[src/rtl/control_botones_ajuste_pkg.sv]
// control_botones_ajuste_pkg
// Shared definitions for the time-setting button front-end:
//   - field codes driven on contadoresH (0 = no field being edited)
//   - encoding of the hold-to-repeat FSM states
//   - ancho(): counter width helper that never returns 0
package control_botones_ajuste_pkg;

    localparam logic [3:0] CAMPO_NINGUNO = 4'd0;
    localparam logic [3:0] CAMPO_SS      = 4'd1;
    localparam logic [3:0] CAMPO_MM      = 4'd2;
    localparam logic [3:0] CAMPO_HH      = 4'd3;
    localparam logic [3:0] CAMPO_DIA     = 4'd4;
    localparam logic [3:0] CAMPO_MES     = 4'd5;
    localparam logic [3:0] CAMPO_ANO     = 4'd6;

    typedef enum logic [1:0] {
        ST_IDLE   = 2'd0,
        ST_DELAY  = 2'd1,
        ST_REPEAT = 2'd2,
        ST_LOCK   = 2'd3
    } estado_t;

    // Width of a counter that must hold values 0..n-1; a degenerate n of 1
    // still gets a one-bit counter.
    function automatic int ancho(input int n);
        return (n > 1) ? $clog2(n) : 1;
    endfunction

endpackage

[src/rtl/control_botones_ajuste_antirrebote.sv]
// control_botones_ajuste_antirrebote
// 2-FF synchronizer followed by a debouncer for one raw push-button level.
// The stable level flips only after the synchronized input has disagreed
// with it for DEBOUNCE_CYC consecutive cycles; any agreeing sample restarts
// the count.
// Ports:
//   clk, reset  : clock, synchronous active-high reset
//   entrada     : raw asynchronous button level (1 = pressed)
//   estable     : debounced level (registered)
//   pulsacion   : one-cycle pulse on each 0->1 change of estable (registered)
module control_botones_ajuste_antirrebote
    import control_botones_ajuste_pkg::*;
#(
    parameter int DEBOUNCE_CYC = 1_000_000
) (
    input  logic clk,
    input  logic reset,
    input  logic entrada,
    output logic estable,
    output logic pulsacion
);

    localparam int             CW     = ancho(DEBOUNCE_CYC);
    localparam logic [CW-1:0]  ULTIMO = CW'(DEBOUNCE_CYC - 1);

    logic          sinc1;
    logic          sinc2;
    logic [CW-1:0] cnt;

    always_ff @(posedge clk) begin
        if (reset) begin
            sinc1     <= 1'b0;
            sinc2     <= 1'b0;
            estable   <= 1'b0;
            pulsacion <= 1'b0;
            cnt       <= '0;
        end else begin
            sinc1     <= entrada;
            sinc2     <= sinc1;
            pulsacion <= 1'b0;
            if (sinc2 == estable) begin
                cnt <= '0;
            end else if (cnt == ULTIMO) begin
                // DEBOUNCE_CYC-th consecutive disagreeing sample: accept it.
                estable   <= sinc2;
                pulsacion <= sinc2;
                cnt       <= '0;
            end else begin
                cnt <= cnt + 1'b1;
            end
        end
    end

endmodule

[src/rtl/control_botones_ajuste.sv]
// control_botones_ajuste
// Button front-end for the time-setting path. Debounces five buttons, keeps
// the register of the field being edited and generates Arriba/Abajo pulses
// with hold-to-repeat.
// Ports:
//   clk, reset            : clock, synchronous active-high reset
//   btn_up/down/left/right/cfg : raw button levels (1 = pressed)
//   Arriba, Abajo         : one-cycle increment/decrement pulses (registered)
//   contadoresH           : active field code, 0..N_FIELDS (registered)
//   modo_config           : 1 while contadoresH != 0 (registered)
//   estado                : current repeat FSM state, for observation
module control_botones_ajuste
    import control_botones_ajuste_pkg::*;
#(
    parameter int DEBOUNCE_CYC  = 1_000_000,
    parameter int REPEAT_DELAY  = 50_000_000,
    parameter int REPEAT_PERIOD = 13_000_000,
    parameter int N_FIELDS      = 6
) (
    input  logic       clk,
    input  logic       reset,
    input  logic       btn_up,
    input  logic       btn_down,
    input  logic       btn_left,
    input  logic       btn_right,
    input  logic       btn_cfg,
    output logic       Arriba,
    output logic       Abajo,
    output logic [3:0] contadoresH,
    output logic       modo_config,
    output estado_t    estado
);

    localparam logic [3:0] N_CAMPOS = 4'(N_FIELDS);
    localparam int CNT_TOPE = (REPEAT_DELAY > REPEAT_PERIOD) ? REPEAT_DELAY : REPEAT_PERIOD;
    localparam int CW = ancho(CNT_TOPE);
    localparam logic [CW-1:0] DELAY_LAST  = CW'(REPEAT_DELAY - 1);
    localparam logic [CW-1:0] PERIOD_LAST = CW'(REPEAT_PERIOD - 1);

    logic stable_up, stable_down, stable_left, stable_right, stable_cfg;
    logic press_up, press_down, press_left, press_right, press_cfg;

    control_botones_ajuste_antirrebote #(.DEBOUNCE_CYC(DEBOUNCE_CYC)) u_ar_up (
        .clk(clk), .reset(reset), .entrada(btn_up), .estable(stable_up), .pulsacion(press_up));
    control_botones_ajuste_antirrebote #(.DEBOUNCE_CYC(DEBOUNCE_CYC)) u_ar_down (
        .clk(clk), .reset(reset), .entrada(btn_down), .estable(stable_down), .pulsacion(press_down));
    control_botones_ajuste_antirrebote #(.DEBOUNCE_CYC(DEBOUNCE_CYC)) u_ar_left (
        .clk(clk), .reset(reset), .entrada(btn_left), .estable(stable_left), .pulsacion(press_left));
    control_botones_ajuste_antirrebote #(.DEBOUNCE_CYC(DEBOUNCE_CYC)) u_ar_right (
        .clk(clk), .reset(reset), .entrada(btn_right), .estable(stable_right), .pulsacion(press_right));
    control_botones_ajuste_antirrebote #(.DEBOUNCE_CYC(DEBOUNCE_CYC)) u_ar_cfg (
        .clk(clk), .reset(reset), .entrada(btn_cfg), .estable(stable_cfg), .pulsacion(press_cfg));

    // Up/down act on levels, left/right/cfg on press events.
    logic unused_ok;
    assign unused_ok = ^{press_up, press_down, stable_left, stable_right, stable_cfg};

    // Next field value. A cfg press takes priority over arrows landing in
    // the same cycle; simultaneous left+right cancel out.
    logic [3:0] field_next;
    always_comb begin
        field_next = contadoresH;
        if (press_cfg) begin
            field_next = (contadoresH == CAMPO_NINGUNO) ? CAMPO_SS : CAMPO_NINGUNO;
        end else if (contadoresH != CAMPO_NINGUNO && (press_right ^ press_left)) begin
            if (press_right)
                field_next = (contadoresH >= N_CAMPOS) ? CAMPO_SS : contadoresH + 4'd1;
            else
                field_next = (contadoresH <= CAMPO_SS) ? N_CAMPOS : contadoresH - 4'd1;
        end
    end

    logic          dir_up;      // direction latched on entry to DELAY
    logic [CW-1:0] cnt;
    logic          ambos;
    logic          sostenido;
    logic          cambio;
    logic          activo;
    logic [CW-1:0] ultimo;

    assign ambos     = stable_up & stable_down;
    assign sostenido = dir_up ? stable_up : stable_down;
    assign cambio    = (field_next != contadoresH);
    assign activo    = (contadoresH != CAMPO_NINGUNO);
    assign ultimo    = (estado == ST_DELAY) ? DELAY_LAST : PERIOD_LAST;

    always_ff @(posedge clk) begin
        if (reset) begin
            estado      <= ST_IDLE;
            cnt         <= '0;
            dir_up      <= 1'b0;
            Arriba      <= 1'b0;
            Abajo       <= 1'b0;
            contadoresH <= CAMPO_NINGUNO;
            modo_config <= 1'b0;
        end else begin
            Arriba      <= 1'b0;
            Abajo       <= 1'b0;
            contadoresH <= field_next;
            modo_config <= (field_next != CAMPO_NINGUNO);
            case (estado)
                ST_IDLE: begin
                    if (ambos) begin
                        estado <= ST_LOCK;
                    end else if (stable_up ^ stable_down) begin
                        estado <= ST_DELAY;
                        cnt    <= '0;
                        dir_up <= stable_up;
                        Arriba <= activo & stable_up;
                        Abajo  <= activo & stable_down;
                    end
                end
                ST_DELAY, ST_REPEAT: begin
                    if (ambos || cambio) begin
                        estado <= ST_LOCK;
                    end else if (!sostenido) begin
                        estado <= ST_IDLE;
                    end else if (cnt == ultimo) begin
                        estado <= ST_REPEAT;
                        cnt    <= '0;
                        Arriba <= activo & dir_up;
                        Abajo  <= activo & ~dir_up;
                    end else begin
                        cnt <= cnt + 1'b1;
                    end
                end
                ST_LOCK: begin
                    // Leave only once neither up nor down is held.
                    if (!stable_up && !stable_down)
                        estado <= ST_IDLE;
                end
                default: estado <= ST_IDLE;
            endcase
        end
    end

endmodule
[config.mk]
export PLATFORM = sky130hd
export DESIGN_NAME = control_botones_ajuste
export DESIGN_NICKNAME = d
export VERILOG_FILES = /design/src/rtl/control_botones_ajuste_pkg.sv /design/src/rtl/control_botones_ajuste_antirrebote.sv /design/src/rtl/control_botones_ajuste.sv
export SDC_FILE = /design/constraint.sdc
export NUM_CORES = 1
export LEC_CHECK = 0
export ABC_AREA = 0
export CORE_ASPECT_RATIO = 0.6
export CORE_MARGIN = 3
export CORE_UTILIZATION = 30
export DETAILED_ROUTE_END_ITERATION = 8
export PLACE_DENSITY = 0.53
export SYNTH_ARGS = -nofsm -noshare
export SYNTH_HDL_FRONTEND = slang
export SYNTH_SLANG_ARGS = --single-unit
[constraint.sdc]
create_clock -name clk -period 2.3 [get_ports clk]
set_input_delay 0.46 -clock clk [delete_from_list [all_inputs] [get_ports clk]]
set_output_delay 0.46 -clock clk [all_outputs]
set_load 0.05 [all_outputs]
==> flow_metrics.tcl <==
set metrics [dict create \
    status "finished, violations left" \
    violations "negative setup slack" \
    hold_viol 0 \
    vias 6149 \
    endpoint_kind "register" \
    grt_use_total 0.134 \
    grt_overflow 0 \
    yosys_register_bits 154 \
    path_delay_family "simple AND/OR/NAND/NOR gates" \
    ys_seq_area_frac 0.419 \
    wirelength_um 17100 \
    cts_max_path_buffers 2 \
    yosys_most_used_dff "dfxtp_1" \
    wl_per_cell_um 13.5 \
    antenna_found_initial 0 \
    pre_cts_ws_ps -64.4 \
    htreeDepth 4 \
    core_area_um2 23600 \
    timing.final.crit_period_ps 2320 \
    synth_top_area_share 0.419 \
    peakVddDrop_mv 0.480 \
    drive_gt1_frac 0.177 \
    leakagePower_nw 3.13 \
    yosysWarnings 0 \
    finalMaxSlewViolations 0 \
    path_class "reg2reg" \
    drv_cap 0 \
    first_iter_violations 460 \
    grt_setup_unrepaired "yes" \
    crit_chain "inv_4 > ha_4 > buf_4 > and4b_1 > nand4_1 > a2111o_1 > nand2_2 > or4_1 > a21oi_2" \
    multi_input_area_um2 4280 \
    synthesis.area_um2 7350 \
    drc 0 \
    fin_skew_ps 11.7 \
    n_fill_cell 2368 \
    post-route-period-util 1.01 \
    startpoint_type "register" \
    crit_buf_inv 2 \
    finish.utilization 0.392 \
    hp-class "reg2reg" \
    cts_root_buf "clkbuf_16" \
    cts_sinks 154 \
    chipHeight_um 127 \
    crit_path_max_incr_delay_ps 530 \
    grt_pass1_wl_um 29300 \
    syn_inst 858 \
    die_x_um 208 \
    cts_tree "done" \
    firstDrtPassIters 4 \
    clock.fmax_mhz 431 \
    seq_area_um2 3110 \
    dieArea_um2 26500 \
    avgSynthCellArea_um2 8.57 \
    tns_ps -28.6 \
    timing.hold.ws_ps 436 \
    setup_viol 3 \
    hpwl_um 12200 \
    io_buffers 15 \
    syn-num-nets 883 \
    synth_edf_count 0 \
    synth_area_leaders "dfxtp_1 42%, nor2_1 7.5%, xor2_1 6.1%" \
    power.total_mw 6.42 \
    synth_top_cell_by_area "dfxtp_1" \
    p_per_area_nw_per_um2 695 \
    synthArstFlopShare 0 \
    worst_ep_required_time_ps 2640 \
    n_antenna_cell 0 \
    yosysUniqueCellTypes 63 \
    grt_max_degree 47 \
    clk_latency_ps 420 \
    setup_ws_ps -18.0 \
    syn_to_final_growth_pct 25.8 \
    gp_congestion 0.808 \
    arrival_ps 2660 \
    cts_made_buffers 17 \
    cp_max_fo 6 \
    worst_slew_pin_slew_ps 646 \
    path_clk_slew_ps 70 \
    cp_slowest_cell "or4_1" \
    rows 43 \
    grt_pass1_vias 5660 \
    nets 968 \
    io_pins 16 \
    initial_core_util 0.312 \
    final_antenna_net_count 0 \
    vias_per_cell 4.84 \
    slew-limit-headroom 0.565 \
]
==> layout by cell type, fill, tap and decap left out, types with 19 or more instances in the layout <==
master	synthesis	final
nor2_1	146	145
dfxtp_1	154	144
buf_4	0	71
nand2_1	58	57
nand3_1	57	57
xor2_1	51	51
xnor2_1	44	44
nand4_1	29	29
and3_1	26	26
inv_1	22	19
==> metrics by stage <==
| step | area (um^2) | std cells |
|---|---|---|
| 4_1_cts | 9070 | 1266 |
| 5_1_grt | 9240 | 1271 |
| 3_3_place_gp | 8420 | 1232 |
| 3_5_place_dp | 8420 | 1232 |
| 2_1_floorplan | 7440 | 858 |
| 6_report | 9240 | 1271 |
==> layer usage <==
| layer | vias to the layer above | wire length, um | global-route usage |
|---|---|---|---|
| li1 | 3182 | - | - |
| met3 | 15 | 866 | 0.0331 |
| met1 | 2830 | 9710 | 0.214 |
| met5 | - | 0 | 0 |
| met2 | 122 | 6360 | 0.171 |
| met4 | 0 | 198 | 0.0420 |
==> final timing paths <==
| path | start | end | slack (ps) | cells past startpoint |
|---|---|---|---|---|
| worst max register to register | estado[1] | cnt[6] | -20 | 9 |
| worst min register to register | u_ar_cfg.cnt[0] | u_ar_cfg.cnt[0] | 440 | 1 |
| worst max-delay path | estado[1] | cnt[6] | -20 | 9 |
| worst min-delay path | u_ar_cfg.cnt[0] | u_ar_cfg.cnt[0] | 440 | 1 |
==> synth_stat cells (8+ instances only) <==
cell type and count:
xor2_1 51, nand3_1 57, nand4_1 29, xnor2_1 44, inv_1 22, and4_1 12, clkbuf_1 21, nor3_1 15
nor2b_1 17, o21ai_0 19, nand2b_1 17, nand2_1 58, a21oi_1 25, nor2_1 146, and3_1 26, ha_1 18
or3_1 10, nor4b_1 13, o22ai_1 8, dfxtp_1 154
==> area by class of cell <==
cell class              count  area share
flip-flops and latches    154       0.336
clock inverters            11      0.0143
clock buffers              21      0.0509
inverters                  22     0.00948
well taps                 315      0.0426
repair buffers             92      0.0835
multi-input cells         656       0.463
==> logic make-up (layout without fill, tap and decap cells) <==
| family | Yosys count | in the layout | synth area share |
|---|---|---|---|
| AO/OA/AOI/OAI | 100 | 100 | 0.0981 |
| XOR/XNOR | 95 | 95 | 0.113 |
| adder cells (fa/ha/maj) | 18 | 18 | 0.0306 |
| buffers and inverters | 48 | 146 | 0.0254 |
| flip-flops | 154 | 154 | 0.419 |
| multiplexers | 8 | 8 | 0.0111 |
| AND/OR/NAND/NOR | 435 | 435 | 0.302 |
==> power by group <==
| part | internal (mW) | leakage, nW | total (mW) | switching (mW) |
|---|---|---|---|---|
| clock | 1.70 | 0.291 | 2.89 | 1.18 |
| combinational | 0.320 | 1.59 | 0.818 | 0.499 |
| sequential | 2.69 | 1.25 | 2.71 | 0.0191 |
| total | 4.72 | 3.13 | 6.42 | 1.70 |
==> what timing repair did <==
| action | 4_1_cts | 5_1_grt |
|---|---|---|
| setup endpoints to repair | 23 | 29 |
| hold buffers | 0 | 0 |
| pin swaps | 4 | 9 |
| gates resized for setup | 7 | 36 |
| setup buffers | 2 | 5 |
==> flip-flops by register name, summed over array words and instances, names as in the netlist, 2 cells and up <==
register	count
u_ar_right.cnt	20
estado	2
u_ar_cfg.cnt	20
contadoresH	4
cnt	26
u_ar_down.cnt	20
u_ar_up.cnt	20
u_ar_left.cnt	20
(Power assumes the default switching activity.)
